--- config.mk ---
export PLATFORM = sky130hd
export DESIGN_NAME = alarm_bank_flat
export DESIGN_NICKNAME = d
export VERILOG_FILES = /design/src/rtl/alarm_bank_if.sv /design/src/rtl/alarm_bank.sv /design/src/flat_wrapper.sv
export SDC_FILE = /design/constraint.sdc
export NUM_CORES = 1
export LEC_CHECK = 0
export CORE_MARGIN = 2
export CORE_UTILIZATION = 45
export DETAILED_ROUTE_END_ITERATION = 10
export PLACE_DENSITY = 0.69
export SYNTH_ARGS = -nofsm -noshare
export SYNTH_HDL_FRONTEND = slang
export SYNTH_SLANG_ARGS = --single-unit
--- constraint.sdc ---
create_clock -name clk -period 3.2 [get_ports clk]
set_input_delay 0.48 -clock clk [delete_from_list [all_inputs] [get_ports clk]]
set_output_delay 0.48 -clock clk [all_outputs]
set_load 0.01 [all_outputs]
--- src/rtl/alarm_bank_if.sv ---
// Bundle of time, write, control and status signals between the clock top and alarm_bank.
// The top drives through the master modport; alarm_bank is the slave.
interface alarm_bank_if #(
    parameter int N_ALARM = 4
);
    localparam int IDX_W = (N_ALARM > 1) ? $clog2(N_ALARM) : 1;

    logic               tick;
    logic [7:0]         q_h;
    logic [7:0]         q_m;
    logic [7:0]         q_s;
    logic               wr_en;
    logic [IDX_W-1:0]   wr_idx;
    logic [7:0]         wr_h;
    logic [7:0]         wr_m;
    logic               wr_arm;
    logic               ack;
    logic               snooze;
    logic               ring;
    logic [IDX_W-1:0]   ring_idx;
    logic [N_ALARM-1:0] armed;
    logic               bad_wr;

    modport master (
        output tick, q_h, q_m, q_s, wr_en, wr_idx, wr_h, wr_m, wr_arm, ack, snooze,
        input  ring, ring_idx, armed, bad_wr
    );

    modport slave (
        input  tick, q_h, q_m, q_s, wr_en, wr_idx, wr_h, wr_m, wr_arm, ack, snooze,
        output ring, ring_idx, armed, bad_wr
    );
endinterface

--- src/rtl/alarm_bank.sv ---
// Multi-channel BCD hh:mm alarm unit: match on the minute boundary, bounded ring time,
// acknowledge and snooze. RING only gates the tone generator in the top level.
module alarm_bank #(
    parameter int N_ALARM    = 4,
    parameter int RING_SEC   = 60,
    parameter int SNOOZE_MIN = 5
) (
    input logic         clk,
    input logic         rst,
    alarm_bank_if.slave bus
);
    localparam int IDX_W = (N_ALARM > 1) ? $clog2(N_ALARM) : 1;

    typedef enum logic [1:0] {
        ST_IDLE    = 2'd0,
        ST_RINGING = 2'd1,
        ST_SNOOZED = 2'd2
    } state_t;

    function automatic logic bcd_ok(input logic [7:0] b, input logic [7:0] max_v);
        return (b[7:4] <= 4'd9) && (b[3:0] <= 4'd9) && (b <= max_v);
    endfunction

    // Time plus SNOOZE_MIN minutes, wrapping minute into hour and hour at midnight.
    function automatic logic [15:0] add_snooze(input logic [7:0] h, input logic [7:0] m);
        logic [6:0] hb;
        logic [6:0] mb;
        hb = (7'd10 * {3'd0, h[7:4]}) + {3'd0, h[3:0]};
        mb = (7'd10 * {3'd0, m[7:4]}) + {3'd0, m[3:0]} + 7'(SNOOZE_MIN);
        if (mb >= 7'd60) begin
            mb = mb - 7'd60;
            hb = (hb >= 7'd23) ? 7'd0 : hb + 7'd1;
        end
        return {4'(hb / 7'd10), 4'(hb % 7'd10), 4'(mb / 7'd10), 4'(mb % 7'd10)};
    endfunction

    logic [7:0]         alarm_h_r [N_ALARM];
    logic [7:0]         alarm_m_r [N_ALARM];
    logic [N_ALARM-1:0] armed_r;
    logic               bad_wr_r;
    state_t             state_r;
    logic               ring_r;
    logic [IDX_W-1:0]   ring_idx_r;
    logic [7:0]         cnt_r;
    logic [15:0]        target_r;

    logic               wr_valid_s;
    logic               wr_ok_s;
    logic               sec_edge_s;
    logic [N_ALARM-1:0] match_s;
    logic               hit_s;
    logic [IDX_W-1:0]   win_s;
    logic               tgt_hit_s;
    logic               disarm_s;

    // Write validation, minute-boundary matching and lowest-index winner selection.
    always_comb begin
        wr_valid_s = ({{(32-IDX_W){1'b0}}, bus.wr_idx} < N_ALARM)
                     && bcd_ok(bus.wr_h, 8'h23) && bcd_ok(bus.wr_m, 8'h59);
        wr_ok_s    = bus.wr_en && wr_valid_s;
        sec_edge_s = bus.tick && (bus.q_s == 8'h00)
                     && bcd_ok(bus.q_h, 8'h23) && bcd_ok(bus.q_m, 8'h59);
        match_s = '0;
        win_s   = '0;
        for (int i = N_ALARM - 1; i >= 0; i--) begin
            match_s[i] = sec_edge_s && armed_r[i]
                         && (alarm_h_r[i] == bus.q_h) && (alarm_m_r[i] == bus.q_m);
            win_s      = match_s[i] ? IDX_W'(i) : win_s;
        end
        hit_s     = |match_s;
        tgt_hit_s = sec_edge_s && ({bus.q_h, bus.q_m} == target_r);
        disarm_s  = wr_ok_s && !bus.wr_arm && (bus.wr_idx == ring_idx_r);
    end

    // Alarm register file, arm flags and rejected-write pulse.
    always_ff @(posedge clk or posedge rst) begin
        if (rst) begin
            armed_r  <= '0;
            bad_wr_r <= 1'b0;
            for (int i = 0; i < N_ALARM; i++) begin
                alarm_h_r[i] <= 8'h00;
                alarm_m_r[i] <= 8'h00;
            end
        end else begin
            bad_wr_r <= bus.wr_en && !wr_valid_s;
            if (wr_ok_s) begin
                alarm_h_r[bus.wr_idx] <= bus.wr_h;
                alarm_m_r[bus.wr_idx] <= bus.wr_m;
                armed_r[bus.wr_idx]   <= bus.wr_arm;
            end
        end
    end

    // Ring/snooze state machine; ACK beats SNOOZE beats tick events beats a disarming write.
    always_ff @(posedge clk or posedge rst) begin
        if (rst) begin
            state_r    <= ST_IDLE;
            ring_r     <= 1'b0;
            ring_idx_r <= '0;
            cnt_r      <= 8'd0;
            target_r   <= 16'h0000;
        end else begin
            case (state_r)
                ST_IDLE: begin
                    if (hit_s) begin
                        state_r    <= ST_RINGING;
                        ring_r     <= 1'b1;
                        ring_idx_r <= win_s;
                        cnt_r      <= 8'd0;
                    end
                end
                ST_RINGING: begin
                    if (bus.ack) begin
                        state_r <= ST_IDLE;
                        ring_r  <= 1'b0;
                    end else if (bus.snooze) begin
                        state_r  <= ST_SNOOZED;
                        ring_r   <= 1'b0;
                        target_r <= add_snooze(bus.q_h, bus.q_m);
                    end else if ((bus.tick && (cnt_r == 8'(RING_SEC - 1))) || disarm_s) begin
                        state_r <= ST_IDLE;
                        ring_r  <= 1'b0;
                    end else if (bus.tick) begin
                        cnt_r <= cnt_r + 8'd1;
                    end
                end
                ST_SNOOZED: begin
                    if (bus.ack) begin
                        state_r <= ST_IDLE;
                    end else if (hit_s) begin
                        // A fresh alarm match replaces the pending snooze.
                        state_r    <= ST_RINGING;
                        ring_r     <= 1'b1;
                        ring_idx_r <= win_s;
                        cnt_r      <= 8'd0;
                    end else if (tgt_hit_s) begin
                        state_r <= ST_RINGING;
                        ring_r  <= 1'b1;
                        cnt_r   <= 8'd0;
                    end else if (disarm_s) begin
                        state_r <= ST_IDLE;
                    end
                end
                default: begin
                    state_r <= ST_IDLE;
                    ring_r  <= 1'b0;
                end
            endcase
        end
    end

    assign bus.ring     = ring_r;
    assign bus.ring_idx = ring_idx_r;
    assign bus.armed    = armed_r;
    assign bus.bad_wr   = bad_wr_r;
endmodule

--- src/flat_wrapper.sv ---
// flat-port wrapper written by rule: the top's interface ports become plain ports
module alarm_bank_flat 
#(
    parameter int N_ALARM    = 4,
    parameter int RING_SEC   = 60,
    parameter int SNOOZE_MIN = 5
)
  (clk, rst, bus_tick, bus_q_h, bus_q_m, bus_q_s, bus_wr_en, bus_wr_idx, bus_wr_h, bus_wr_m, bus_wr_arm, bus_ack, bus_snooze, bus_ring, bus_ring_idx, bus_armed, bus_bad_wr);
  alarm_bank_if #(.N_ALARM(N_ALARM)) bus_i ();
  input logic clk;
  input logic rst;
  input wire logic [$bits(bus_i.tick)-1:0] bus_tick;
  input wire logic [$bits(bus_i.q_h)-1:0] bus_q_h;
  input wire logic [$bits(bus_i.q_m)-1:0] bus_q_m;
  input wire logic [$bits(bus_i.q_s)-1:0] bus_q_s;
  input wire logic [$bits(bus_i.wr_en)-1:0] bus_wr_en;
  input wire logic [$bits(bus_i.wr_idx)-1:0] bus_wr_idx;
  input wire logic [$bits(bus_i.wr_h)-1:0] bus_wr_h;
  input wire logic [$bits(bus_i.wr_m)-1:0] bus_wr_m;
  input wire logic [$bits(bus_i.wr_arm)-1:0] bus_wr_arm;
  input wire logic [$bits(bus_i.ack)-1:0] bus_ack;
  input wire logic [$bits(bus_i.snooze)-1:0] bus_snooze;
  output wire logic [$bits(bus_i.ring)-1:0] bus_ring;
  output wire logic [$bits(bus_i.ring_idx)-1:0] bus_ring_idx;
  output wire logic [$bits(bus_i.armed)-1:0] bus_armed;
  output wire logic [$bits(bus_i.bad_wr)-1:0] bus_bad_wr;
  assign bus_i.tick = bus_tick;
  assign bus_i.q_h = bus_q_h;
  assign bus_i.q_m = bus_q_m;
  assign bus_i.q_s = bus_q_s;
  assign bus_i.wr_en = bus_wr_en;
  assign bus_i.wr_idx = bus_wr_idx;
  assign bus_i.wr_h = bus_wr_h;
  assign bus_i.wr_m = bus_wr_m;
  assign bus_i.wr_arm = bus_wr_arm;
  assign bus_i.ack = bus_ack;
  assign bus_i.snooze = bus_snooze;
  assign bus_ring = bus_i.ring;
  assign bus_ring_idx = bus_i.ring_idx;
  assign bus_armed = bus_i.armed;
  assign bus_bad_wr = bus_i.bad_wr;
  alarm_bank #(.N_ALARM(N_ALARM), .RING_SEC(RING_SEC), .SNOOZE_MIN(SNOOZE_MIN)) u_core (.clk(clk), .rst(rst), .bus(bus_i));
endmodule
# Word-level counts from Yosys, hierarchy flattened
# Cells that the tools add are included.
[op_classes] add_sub_neg=6 n_mul=2 div=4 order_cmp=18 n_eq_ne=22 shift=0 mux=49 bitwise=2 reduce_logical=45
[op_table] cell="$mux W8" count=9
[op_table] cell="$bwmux W32" count=2
[op_table] cell="$eq A8 B8 Y1" count=8
[op_table] cell="$mux W7" count=9
[op_table] cell="$le A4 B4 Y1 const B" count=8
[op_table] cell="$logic_and A1 B1 Y1" count=32
[op_table] cell="$mux W2" count=14
[op_table] cell="$pmux W8 S3" count=1
[op_table] cell="$demux W8 S2" count=1
[op_table] cell="$eq A16 B16 Y1" count=1
[op_table] cell="$le A8 B6 Y1 const B" count=2
[op_table] cell="$le A8 B7 Y1 const B" count=2
[op_table] cell="$add A7 B4 Y7" count=2
[op_table] cell="$div A7 B4 Y7 const B" count=2
[op_table] cell="$mod A7 B4 Y7 const B" count=2
[op_table] cell="$mul A3 B4 Y6 const A" count=2
[op_table] cell="$ne A2 B2 Y1 const B" count=5
[op_table] cell="$add A8 B1 Y8 const B" count=1
[op_table] cell="$eq A8 B6 Y1 const B" count=1
[op_table] cell="$logic_not A8 Y1" count=1
[op_table] cell="$mux W1" count=8
[op_table] cell="$reduce_and A8 Y1" count=1
[op_table] cell="$add A7 B1 Y7 const B" count=1
[op_table] cell="$add A7 B3 Y7 const B" count=1
[op_table] cell="other kinds (30)" count=32
[totals] ff_bits=98 latch_bits=0 ramBits=0 rom_bits=0 inputBits=49 out_inout_bits=8 wordCells=163 mem_count=0

# Longest topological paths before layout
[depth] ltp_word=15 depth_mapped=23 ltp_nobuf=21

# Least setup slack after synthesis
# Ideal clock, no wire load.
[synth_path] path_kind="input to register" startpoint="input port bus_q_m[2]" endpoint="register u_core.target_r[9]" setup_ns=0.096 arrival_time_ns=4.943 t_required_ns=3.104 path_slack_ns=-1.839 path_stages=23 path_buffers=2 path_cell_list="clkbuf_1 inv_1 ha_1 inv_1 fa_1 xnor2_1 inv_2 ha_1 a22oi_2 nor4b_4 a2bb2oi_1 a211oi_1 o2bb2ai_1 and2_1 clkbuf_1 nor2_1 o21ai_0 ha_1 inv_1 nor3_1 o31ai_1 and3_1 o31ai_1"
[synth_via] elab_chain_len=8
[synth_rtl] item="start, declared" line="flat_wrapper.sv:14" rtl="input wire logic [$bits(bus_i.q_m)-1:0] bus_q_m;"
[synth_rtl] item="$add A7 B4 Y7" line="alarm_bank.sv:29" rtl="mb = (7'd10 * {3'd0, m[7:4]}) + {3'd0, m[3:0]} + 7'(SNOOZE_MIN);"
[synth_rtl] item="$add A7 B3 Y7" line="alarm_bank.sv:29"
[synth_rtl] item="$ge A7 B6 Y1" line="alarm_bank.sv:30" rtl="if (mb >= 7'd60) begin"
[synth_rtl] item="$mux W7" line="alarm_bank.sv:30"
[synth_rtl] item="$mux W7" line="alarm_bank.sv:116" rtl="end else if (bus.snooze) begin"
[synth_rtl] item="$mux W7" line="alarm_bank.sv:113" rtl="if (bus.ack) begin"
[synth_rtl] item="$mux W7" line="alarm_bank.sv:103" rtl="case (state_r)"
[synth_rtl] item="$mod A7 B4 Y7" line="alarm_bank.sv:34" rtl="return {4'(hb / 7'd10), 4'(hb % 7'd10), 4'(mb / 7'd10), 4'(mb % 7'd10)};"
[synth_rtl] item="end signal, assigned" line="alarm_bank.sv:119" rtl="target_r <= add_snooze(bus.q_h, bus.q_m);"
[synth_rtl] item="end, declared" line="alarm_bank.sv:45" rtl="logic [15:0] target_r;"
# Every way passes these cells. The select of a mux whose other input is x is not followed.
# A chain may end at the register's enable or synchronous reset.

# Final worst setup path
[layout_path] startpoint="input port bus_q_m[1]" endpoint="register u_core.target_r[1]"
[layout_via] elab_chain_len=8 elab_cells_between_ends=9 classes_between="add/sub: 3; div: 1; order compare: 1; mux: 4"
[layout_rtl] item="$add A7 B4 Y7 *" line="alarm_bank.sv:29"
[layout_rtl] item="$add A7 B3 Y7 *" line="alarm_bank.sv:29"
[layout_rtl] item="$sub A7 B6 Y7 / $ge A7 B6 Y1 (equally long branches)" line="alarm_bank.sv:31, alarm_bank.sv:30"
[layout_rtl] item="$mux W7 *" line="alarm_bank.sv:30"
[layout_rtl] item="$mux W7 *" line="alarm_bank.sv:116"
[layout_rtl] item="$mux W7 *" line="alarm_bank.sv:113"
[layout_rtl] item="$mux W7 *" line="alarm_bank.sv:103"
[layout_rtl] item="$mod A7 B4 Y7 *" line="alarm_bank.sv:34"
# Mark *: on every way between the ends. The rest lies on a longest branch, timed or not. The select of a mux whose other input is x is not followed.

==> flow_metrics.env <==
export IMPL_ys_async_sr_fraction_pct=100
export IMPL_finalSetupViolCount=10
export IMPL_cp_end_kind="flop"
export IMPL_die_x_um=126
export IMPL_grt_max_degree=48
export IMPL_max_cap_violations=0
export IMPL_synth_area_per_cell_um2=9.95
export IMPL_synth_most_common_cell="dfrtp_1"
export IMPL_root_buffer="clkbuf_16"
export IMPL_cts_reportedPaths_clkPinSlew_ns=0.07
export IMPL_dr_pass1_iters=5
export IMPL_clock_sinks=98
export IMPL_critPathArrivalTime_ns=4.29
export IMPL_track_usage_pct=24.8
export IMPL_worstMarginPinSlew_ns=0.638
export IMPL_antenna_found_initial=0
export IMPL_min_period_ns=4.02
export IMPL_grt_pass1_wl_um=31600
export IMPL_drt_iter0_drc=413
export IMPL_power_total_mw=5.62
export IMPL_drive_gt1_share_pct=40.6
export IMPL_route_detailed_drc=0
export IMPL_fin_ws_ns=-0.823
export IMPL_grt_ovfl_total=0
export IMPL_netlist_area_um2=6690
export IMPL_routed_wl_um=19800
export IMPL_ios=57
export IMPL_slew_headroom_pct=56.9
export IMPL_peakVddDrop_uv=274
export IMPL_final_area_um2=9620
export IMPL_syn_nets=750
export IMPL_ant_nets=0
export IMPL_hold_viol_final=0
export IMPL_synth_cell_types=82
export IMPL_cts_htree_levels=3
export IMPL_synth_enable_flop_cells=0
export IMPL_num_nets_final=960
export IMPL_synth_top_cells_by_count="dfrtp_1, mux2_2, nand2_1"
export IMPL_cp_max_fo=7
export IMPL_rrSetupSlack_ns=0.68
export IMPL_ys_ff_latch=98
export IMPL_area_growth_pct=43.7
export IMPL_die_h_um=126
export IMPL_placed_area_um2=8620
export IMPL_synth_top_area_cell="dfrtp_1"
export IMPL_grt_pass1_vias=6226
export IMPL_yosysTopAreaCellShare_pct=36.6
export IMPL_netlist_instances=673
export IMPL_synthTopCellsByArea="dfrtp_1, mux2_2, xor2_1"
export IMPL_violations="negative setup slack"
export IMPL_avgViaCountPerCell=5.75
export IMPL_skew_ns=0.00628
export IMPL_p_leak_nw=4.36
export IMPL_ys_seq_area_share_pct=36.6
export IMPL_antenna_cells=0
export IMPL_status="finished, violations left"
export IMPL_vias=6148
export IMPL_io_buffer_count=56
export IMPL_cp_required_ns=3.47
export IMPL_worstSetupStartpointType="input pin"
export IMPL_cellPowerDensity_nw_per_um2=585
export IMPL_rsz0062_at_grt="yes"
export IMPL_insertion_delay_ns=0.34
export IMPL_initial_core_util_pct=46.1
export IMPL_synthFlopType="dfrtp_1"
export IMPL_rows=44
export IMPL_fin_util_pct=66.2
export IMPL_dieArea_um2=15900
export IMPL_crit_type="input pin to flop"
export IMPL_dp_hpwl_um=14000
export IMPL_wl_per_cell_um=18.5
export IMPL_clockBufferDepth=2
export IMPL_cts_tree="done"
export IMPL_fmax_ghz=0.249
export IMPL_drv_slew=0
export IMPL_cts_buffers=9
export IMPL_nFillCells=1084
export IMPL_ys_warn_count=0
export IMPL_place_gp_congestion=0.986
export IMPL_core_area_um2=14500
export IMPL_post_route_period_util_pct=126
export IMPL_hold_path_class="flop to flop"
-- sequential cells by signal, indices dropped and copies added, names as in the netlist --
| register | flops |
|---|---|
| u_core.state_r | 2 |
| u_core.bus.bad_wr | 1 |
| u_core.bus.ring_idx | 2 |
| u_core.bus.ring | 1 |
| u_core.alarm_h_r | 32 |
| u_core.cnt_r | 8 |
| u_core.bus.armed | 4 |
| u_core.target_r | 16 |
| u_core.alarm_m_r | 32 |
-- critical path, cell delays in order --
cell and delay, ns:
buf_8 0.10, ha_4 0.24, ha_4 0.16, fa_2 0.41, xnor2_4 0.18, inv_2 0.09, ha_4 0.14, a22oi_2 0.09
nor4b_4 0.30, buf_6 0.18, buf_12 0.11, nor2_4 0.05, buf_6 0.12, a311oi_4 0.32, xor2_1 0.21, o211ai_2 0.11
nand2_1 0.09, inv_2 0.04, ha_4 0.16, inv_4 0.07, a31oi_4 0.04, or4b_4 0.53, o211ai_2 0.07
-- metrics by stage --
step                TNS (ns)  cells  worst slack [ns]  hold slack, ns
detailed placement    -18.89   1030             -1.68           0.471
CTS                    -6.44   1058            -0.925           0.486
floorplan              -7.64    673             -1.17           0.466
global route           -7.83   1070            -0.995           0.520
finish                 -6.25   1070            -0.823           0.489
global placement      -17.54   1030             -1.59           0.470
-- cells in the final DEF (no fill, tap or decap), types with 4 or more instances in the layout --
master,instances
buf_4,156
dfrtp_1,98
mux2_2,57
xor2_1,50
nand2_1,48
clkdlybuf4s50_1,44
xnor2_1,42
nor2_1,27
nor4_1,21
nand3_1,19
a21oi_1,17
inv_1,14
o21ai_0,14
ha_4,13
buf_6,12
and2_1,11
nand4_1,11
o21ai_1,10
nor2b_1,9
ha_1,9
clkbuf_16,9
inv_2,8
a21oi_2,8
a21o_1,8
and3_1,8
nor2_4,6
nor3_1,6
nor3_2,6
o21ai_2,4
xnor2_2,4
nand2_2,4
o21a_1,4
buf_2,4
-- logic make-up after synthesis --
| logic type | after synthesis | synth area share [%] |
|---|---|---|
| buf+inv | 51 | 2.97 |
| fa+ha+maj | 28 | 5.68 |
| simple gates | 207 | 16.5 |
| mux | 59 | 9.89 |
| xor+xnor | 101 | 14.0 |
| compound gates | 129 | 14.4 |
| flops | 98 | 36.6 |
-- cell type report --
| type | instances | area [µm²] | share of cell area [%] |
|---|---|---|---|
| clock buffer | 11 | 243 | 2.52 |
| clock inverter | 3 | 65.1 | 0.676 |
| inverter | 24 | 95.1 | 0.988 |
| multi-input combinational | 524 | 4650 | 48.3 |
| sequential | 98 | 2450 | 25.5 |
| tap | 184 | 230 | 2.39 |
| timing repair buffer | 226 | 1880 | 19.6 |
-- report_power, final --
group / internal [mW] / leakage [nW] / total, mW / switching, mW
clock: 0.697 / 0.151 / 1.14 / 0.445
sequential: 1.31 / 1.34 / 1.37 / 0.0552
combinational: 1.62 / 2.87 / 3.11 / 1.49
-- worst paths after layout --
check | start | end | depth (start not counted)
max | bus_q_m[1] | u_core.target_r[1] | 23
min | u_core.bus.ring | u_core.bus.ring | 1
max reg2reg | u_core.alarm_m_r[28] | u_core.cnt_r[3] | 10
min reg2reg | u_core.bus.ring | u_core.bus.ring | 1
max in group asynchronous | rst | u_core.alarm_m_r[11] | 3
min in group asynchronous | rst | u_core.alarm_h_r[20] | 2
-- what timing repair did --
action                                 CTS  global route
hold buffers                             0             0
endpoints found under the hold margin    0             0
setup buffers                           15            14
gates resized for setup                 97            52
setup endpoints to repair               14            20
pin swaps                               46            45
-- layer usage --
metal	up-vias	GRT usage [%]	wire, µm
li1	2855	-	-
met1	3045	32.4	8550
met2	207	42.3	9800
met3	41	4.80	1070
met4	0	6.53	395
met5	-	0	0
Power figures use the tool's default switching activity.
